==> src/rtl/bi2uni_pkg.sv <==
// rtl/bi2uni_pkg.sv - shared types and helpers for the bipolar-to-unipolar converter
package bi2uni_pkg;

  // Per-cycle update decision taken by the converter
  typedef enum logic [2:0] {
    HOLD,   // no accepted input this cycle
    EMIT,   // input 1 with no debt: pass a 1 through
    DEC,    // input 1 cancels one stored surplus 0
    INC,    // input 0 stored as surplus
    CLIP,   // input 0 dropped because the debt store is full
    FLUSH   // synchronous clear back to the initial debt
  } action_e;

  // Largest debt a DEPTH-bit counter can hold
  function automatic int dmax(input int depth);
    return (1 << depth) - 1;
  endfunction

endpackage

==> src/rtl/sat_updown_cnt.sv <==
// rtl/sat_updown_cnt.sv - saturating up/down counter with sync load and full/empty flags
module sat_updown_cnt #(
  parameter int WIDTH = 4,
  parameter int INIT  = 0
) (
  input  logic             clk,
  input  logic             rst,
  input  logic             load,
  input  logic             inc,
  input  logic             dec,
  output logic [WIDTH-1:0] cnt,
  output logic             full,
  output logic             empty
);

  localparam logic [WIDTH-1:0] MAX_V  = '1;
  localparam logic [WIDTH-1:0] INIT_V = WIDTH'(INIT);

  logic [WIDTH-1:0] cnt_d;
  logic [WIDTH-1:0] cnt_q;

  // Next count: load wins, then single-direction steps that stop at either end
  always_comb begin
    cnt_d = cnt_q;
    if (load) begin
      cnt_d = INIT_V;
    end else if (inc && !dec && (cnt_q != MAX_V)) begin
      cnt_d = cnt_q + 1'b1;
    end else if (dec && !inc && (cnt_q != '0)) begin
      cnt_d = cnt_q - 1'b1;
    end
  end

  // Count register, returns to the initial value on reset
  always_ff @(posedge clk or posedge rst) begin
    if (rst) begin
      cnt_q <= INIT_V;
    end else begin
      cnt_q <= cnt_d;
    end
  end

  assign cnt   = cnt_q;
  assign full  = (cnt_q == MAX_V);
  assign empty = (cnt_q == '0);

  a_no_wrap_up: assert property (@(posedge clk) disable iff (rst)
    (!load && inc && !dec && full) |=> full);
  a_no_wrap_dn: assert property (@(posedge clk) disable iff (rst)
    (!load && dec && !inc && empty) |=> empty);

endmodule

==> src/rtl/bi2uni.sv <==
// rtl/bi2uni.sv - converts a bipolar stochastic bitstream to a clipped unipolar bitstream
module bi2uni
  import bi2uni_pkg::*;
#(
  parameter int DEPTH     = 4,
  parameter int INIT_DEBT = 0
) (
  input  logic             clk,
  input  logic             rst,
  input  logic             in_valid,
  input  logic             in,
  input  logic             clr,
  output logic             out_valid,
  output logic             out,
  output logic             sat,
  output logic [DEPTH-1:0] debt
);

  localparam int DMAX = dmax(DEPTH);

  if (INIT_DEBT < 0 || INIT_DEBT > DMAX) begin : g_bad_init
    $error("bi2uni: INIT_DEBT must lie in [0, 2**DEPTH-1]");
  end

  action_e action;
  logic    cnt_full;
  logic    cnt_empty;
  logic    out_d, out_q;
  logic    out_valid_d, out_valid_q;

  // Pick this cycle's action; each stored 0 must be paid off by a later 1 before a 1 passes
  always_comb begin
    action = HOLD;
    if (clr) begin
      action = FLUSH;
    end else if (!in_valid) begin
      action = HOLD;
    end else if (in) begin
      action = cnt_empty ? EMIT : DEC;
    end else begin
      action = cnt_full ? CLIP : INC;
    end
    out_d       = (action == EMIT);
    out_valid_d = (action inside {EMIT, DEC, INC, CLIP});
  end

  sat_updown_cnt #(
    .WIDTH (DEPTH),
    .INIT  (INIT_DEBT)
  ) u_debt (
    .clk   (clk),
    .rst   (rst),
    .load  (action == FLUSH),
    .inc   (action == INC),
    .dec   (action == DEC),
    .cnt   (debt),
    .full  (cnt_full),
    .empty (cnt_empty)
  );

  // Output stage: one cycle of latency from accepted input to out/out_valid
  always_ff @(posedge clk or posedge rst) begin
    if (rst) begin
      out_q       <= 1'b0;
      out_valid_q <= 1'b0;
    end else begin
      out_q       <= out_d;
      out_valid_q <= out_valid_d;
    end
  end

  assign out       = out_q;
  assign out_valid = out_valid_q;
  assign sat       = cnt_full;

endmodule

==> config.mk <==
export PLATFORM = sky130hd
export DESIGN_NAME = bi2uni
export DESIGN_NICKNAME = d
export VERILOG_FILES = /design/src/rtl/bi2uni_pkg.sv /design/src/rtl/sat_updown_cnt.sv /design/src/rtl/bi2uni.sv
export SDC_FILE = /design/constraint.sdc
export NUM_CORES = 1
export LEC_CHECK = 0
export ABC_AREA = 1
export CAP_MARGIN = 10
export CORE_AREA = 3 3 40 42
export DETAILED_ROUTE_END_ITERATION = 8
export DIE_AREA = 0 0 43 45
export DONT_BUFFER_PORTS = 1
export GPL_TIMING_DRIVEN = 0
export SYNTH_ARGS = -nofsm -noshare
export SYNTH_HDL_FRONTEND = slang
export SYNTH_HIERARCHICAL = 1
export SYNTH_SLANG_ARGS = --single-unit
==> constraint.sdc <==
create_clock -name clk -period 2.71 [get_ports clk]
set_input_delay 0.542 -clock clk [delete_from_list [all_inputs] [get_ports clk]]
set_output_delay 0.542 -clock clk [all_outputs]
set_load 0.01 [all_outputs]
==> results.toml, run 1 <==
[run_status]
status = "complete, no violations"

[grt]
grt_antenna_before_repair = 0
grt_pass1_vias = 430
grt_remaining_overflow = 0
grt_max_degree = 11
grt_usage_pct = 12.1
grt_pass1_wl_um = 1710

[drt]
drt_iter0_markers = 13
met2WireLength_um = 486
vias = 437
ant_nets = 0
post-route-drc-count = 0
top_layer_used = "met3"
drt_first_pass_iters = 4
wl_met3_um = 67
met1_length_um = 431
wire_per_inst_um = 10.7
routed_via_density = 4.75
wirelength_um = 984

[clock_network]
clock-sinks = 6
clock_path_buffers = 2
clk_pin_slew_ps = 50
clk_latency_ps = 240
cts_setup_buffers = 0
cts_hold_buffers = 0
cts_tree = "yes"
cts-root-buf = "clkbuf_4"
cts_buffers = 3
cts-htree-levels = 1
ctsResizeCount = 0

[layout]
final_cell_mix = "inv_1, nand2_1, nor2_1"
drive_gt1_share_pct = 24.7
nNetsFinal = 87
fillCellCount = 136
antenna_cells = 0
area_growth_pct = 10.8
final_common_cell = "inv_1"
final_core_util_pct = 44.8

[sta]
finalSetupTns_ps = 0
tightestPinTransition_ps = 296
rsz0062_at_grt = "false"
hold_viol = 0
finalMaxSlewViolations = 0
setup-violations-final = 0
min_period_over_period_pct = 92.1
finalClockSkew_ps = 4.31
slew_headroom_pct = 80.2
fin_crit_ps = 2500
fmax_mhz = 400

[power_and_ir_drop]
design_power_total_mw = 0.252
power.leakage_nw = 0.313
vdd_drop_max_v = 0.000453
pwr_density_cell_nw_per_um2 = 439

[synthesis]
syn_area_sq_um = 519
synthCells = 74
ys_seq_area_share_pct = 28.9
syn_avg_cell_area_sq_um = 7.02
netlist.area_leader.share_pct = 28.9
ys_warn_count = 6
ys_ff_latch = 6
synthTopCellsByArea = "dfrtp_1, inv_1, nand2_1"
yosysUniqueCellTypes = 20
synth_nets = 82
yosys.area.top_type = "dfrtp_1"

[worst_setup_path]
r2r-start = "u_debt/cnt[3]"
crit_start = "u_debt/cnt[3]"
crit_type = "reg2reg"
crit_arrival_ps = 2630
r2r_setup_slack_ps = 210
critPathCapture = "u_debt/cnt[3]"
r2r-end = "u_debt/cnt[3]"
critPathLaunchType = "flop"
crit_path_end_kind = "flop"
crit_fanout = 10
worstPathRequired_ps = 2840
r2r_cells = 16

[placed_design]
gp_congestion = 0.752
hpwlAfterDp_um = 804
port-buffer-count = 0

[min_path]
hold_class = "in2async"

[die]
ios = 12
die_w_um = 43
start_util_pct = 40.4
core.rowCount = 13
die_y_um = 45
die-area_sq_um = 1940
core_sq_um = 1280

[run]
max_cap_violations = 0
logic make-up (layout without fill, tap and decap cells):
family / after synthesis / count (layout) / synth area share (%)
AO/OA/AOI/OAI: 7 / 7 / 9.64
XOR/XNOR: 1 / 1 / 1.69
adder cells (fa/ha/maj): 3 / 3 / 8.67
buffers and inverters: 21 / 24 / 15.2
flip-flops: 6 / 6 / 28.9
AND/OR/NAND/NOR: 36 / 36 / 35.9
sequential cells by signal, summed over array words and instances (netlist names):
register and count:
u_debt/cnt 4, out 1, out_valid 1
per-layer routing:
layer	track usage [%]	up-vias
met5	0	-
met4	3.61	0
met3	6.37	0
met2	19.5	11
met1	14.0	194
li1	-	232
synth_stat cells:
cell / count
nand2_4: 1
xor2_1: 1
nor2_2: 2
nand4_1: 4
o21ai_1: 3
ha_1: 2
nor2_1: 8
o21ai_0: 1
a21oi_2: 1
a21oi_1: 1
fa_1: 1
inv_1: 19
o21ai_4: 1
inv_2: 1
dfrtp_1: 6
clkbuf_1: 1
nand2_1: 11
nand3_1: 6
nand3_4: 1
nand2_2: 3
final cells by class:
class | instances | area, sq um | area share [%]
Inverter | 20 | 75.1 | 13.0
Sequential cell | 6 | 155 | 27.0
Tap cell | 15 | 18.8 | 3.26
Buffer | 1 | 3.75 | 0.652
Multi-Input combinational cell | 47 | 300 | 52.2
Clock buffer | 3 | 22.5 | 3.91
where the power goes:
group	switching, mW	internal, mW	leakage, nW
clock network	0.0312	0.0500	0.0138
registers	0.0124	0.0972	0.0741
logic	0.0380	0.0236	0.225
worst max-delay path, stage by stage (launching register included):
cell and delay (ps):
dfrtp_2 470, nand2_2 120, inv_1 40, nand2_1 90
inv_1 110, nand2_4 110, nand3_1 130, nor2_1 250
nor2_4 90, o21ai_4 130, ha_1 330, nand2_1 70
nand2_1 50, nor2_1 160, nand3_1 90, nand3_1 90
nand2_1 50
metrics by stage:
step	setup WS, ps	hold slack (ps)	instance area, sq um	std cells
floorplan	400	283	519	74
global placement	129	290	538	89
detailed placement	84.3	291	538	89
CTS	79.5	30.3	561	92
global route	9.10	22.2	576	92
finish	213	33.4	576	92
worst min-delay path by stage:
stage,from,to,slack (ps)
2_1_floorplan,rst,out,280
3_3_place_gp,rst,out_valid,290
3_5_place_dp,rst,out_valid,290
4_1_cts,rst,out_valid,30
5_1_grt,rst,out_valid,20
6_report,rst,out_valid,30
Note: power is estimated with default switching activity, not from simulation.
==> inputs of run 2 (changes only) <==
--- a/config.mk
+++ b/config.mk
@@ -5,7 +5,7 @@
 export SDC_FILE = /design/constraint.sdc
 export NUM_CORES = 1
 export LEC_CHECK = 0
-export ABC_AREA = 1
+export ABC_AREA = 0
 export CAP_MARGIN = 10
 export CORE_AREA = 3 3 40 42
 export DETAILED_ROUTE_END_ITERATION = 8
==> run 2 against run 1 <==
Fmax fell by 5.4%. Cell area fell by 7.2%. Sequential power barely moved. Critical path depth fell by 6. Register-to-register slack got worse by 140 ps. Global-route usage fell by 2.5 points. Die area did not move. Final cell count fell by 33%. Clock-buffer cell count rose by 1.
==> results.toml, run 2 <==
[run_status]
status = "complete, no violations"

[sta]
min_period_over_period_pct = 97.4
finalClockSkew_ps = 3.57
setup_ws_ps = 69.4
setup-violations-final = 0
hold_viol = 0
rsz0062_at_grt = "true"
finalMaxSlewViolations = 0
slew_headroom_pct = 81.4
tightestPinTransition_ps = 278
fmax_mhz = 379
fin_crit_ps = 2640

[die]
die-area_sq_um = 1940
die_w_um = 43
ios = 12
die_y_um = 45
core_sq_um = 1280
start_util_pct = 33.3
core.rowCount = 13

[clock_network]
clock-sinks = 6
cts_tree = "yes"
cts-htree-levels = 1
clk_latency_ps = 240
cts_buffers = 3
clk_pin_slew_ps = 50
clock_path_buffers = 2
cts-root-buf = "clkbuf_4"

[synthesis]
synthArstFlopShare_pct = 100
syn_avg_cell_area_sq_um = 11.0
syn_area_sq_um = 428
netlist.area_leader.share_pct = 35.1
synthTopCellsByArea = "dfrtp_1, ha_1, nor4_4"
synth_edf_count = 0
synth_flop_cell = "dfrtp_1"
synthCells = 39
ys_ff_latch = 6
yosysUniqueCellTypes = 23
synth_nets = 47
ys_warn_count = 6
synthTopCellsByCount = "dfrtp_1, inv_1, nor2_1"
yosys.area.top_type = "dfrtp_1"
ys_seq_area_share_pct = 35.1
yosysMostFrequentCell = "dfrtp_1"

[layout]
drive_gt1_share_pct = 46.8
ff_latch_area_sq_um = 155
multi_input_area_sq_um = 282
antenna_cells = 0
final_core_util_pct = 41.6
nNetsFinal = 56
largest_reg_flops = 4
final_common_cell = "nor2_1"
fillCellCount = 121
final_cell_mix = "nor2_1, inv_1, buf_4, dfrtp_2, clkbuf_4"
area_growth_pct = 24.9

[placed_design]
gp_congestion = 0.656
place_ws_ps = -189
hpwlAfterDp_um = 600
port-buffer-count = 0

[worst_setup_path]
crit_path_top_delay_cell = "dfrtp_2"
crit_type = "reg2reg"
crit_family = "simple AND/OR/NAND/NOR gates"
crit_fanout = 5
r2r_setup_slack_ps = 70
critPathMaxStageDelay_ps = 460
crit_chain = "nor4_4 -> and4bb_2 -> or2b_1 -> nor2_4 -> inv_2 -> ha_4 -> a21o_1 -> a21oi_2 -> mux2i_1 -> mux2_1"
critPathLaunchType = "flop"
crit_path_end_kind = "flop"
worstPathRequired_ps = 2840
crit_buf_inv = 1
crit_arrival_ps = 2770

[power_and_ir_drop]
vdd_drop_max_v = 0.000388
pwr_density_cell_nw_per_um2 = 470
power.leakage_nw = 0.234

[grt]
grt_antenna_before_repair = 0
grt_pass1_wl_um = 1310
grt_pass1_vias = 292
grt_max_degree = 7
grt_remaining_overflow = 0
grt_usage_pct = 9.56

[drt]
drt_iter0_markers = 5
wire_per_inst_um = 13.1
vias = 310
routed_via_density = 5.00
wirelength_um = 813
drt_first_pass_iters = 4
post-route-drc-count = 0
ant_nets = 0

[min_path]
hold_class = "in2async"

[run]
max_cap_violations = 0
## run 2: changes by cell type after synthesis, moves of 2 or more
cell | previous run | this run
inv_1 | 19 | 5
mux2i_1 | 0 | 2
nand2_1 | 11 | 0
nand2_2 | 3 | 0
nand3_1 | 6 | 0
nand4_1 | 4 | 0
nor2_1 | 8 | 5
o21ai_1 | 3 | 0
xnor2_1 | 0 | 2
## run 2: cells by family after synthesis
kind of cell,share of synthesized area (%)
compound gates,8.48
simple gates,29.2
xor+xnor,4.09
flops,35.1
fa+ha+maj,10.5
mux,7.31
buf+inv,5.26
## run 2: timing repair
action / in CTS / in global routing
setup endpoints to repair: 1 / 1
buffers inserted: 3 / 1
gates resized for setup: 7 / 0
cloned: 0 / 0
hold buffers: 0 / 0
pin swaps: 6 / 5
## run 2: final timing paths
check	start	endpoint	depth (start not counted)
setup / recovery	u_debt/cnt[3]	u_debt/cnt[3]	10
hold / removal	rst	out	1
setup reg to reg	u_debt/cnt[3]	u_debt/cnt[3]	10
hold reg to reg	u_debt/cnt[2]	u_debt/cnt[2]	2
max in group asynchronous	rst	u_debt/cnt[0]	1
min in group clk	in_valid	out_valid	1
## run 2: metal layers
metal	up-vias	share of wire [%]	global-route usage [%]	wire, um
met1	144	44	13.3	358
met4	0	0	0	0
li1	149	-	-	-
met3	0	14	7.57	115
met2	17	42	12.3	339
met5	-	0	0	0
## run 2: final cells by class
cell class | instances | share of cell area, %
plain buffers | 1 | 0.703
inverters | 5 | 3.51
repair buffers | 4 | 5.62
flip-flops and latches | 6 | 29.0
clock buffers | 4 | 4.92
multi-input cells | 27 | 52.7
well taps | 15 | 3.51
## run 2: metrics by stage
stage | hold slack, ps | area (sq um) | total power, mW | setup TNS [ps] | instances
after floorplan | 283 | 429 | 0.146 | 0 | 39
after CTS | 33.0 | 527 | 0.253 | 0 | 61
final | 35.5 | 534 | 0.251 | 0 | 62
after detailed placement | 290 | 448 | 0.153 | -189 | 54
after global placement | 285 | 448 | 0.152 | -176 | 54
after global routing | 35.0 | 534 | 0.268 | -40.9 | 62
## run 2: report_power, final
group | internal [mW] | leakage (nW) | switching [mW]
clock | 0.0558 | 0.0150 | 0.0325
combinational | 0.0315 | 0.144 | 0.0229
sequential | 0.0960 | 0.0748 | 0.0123
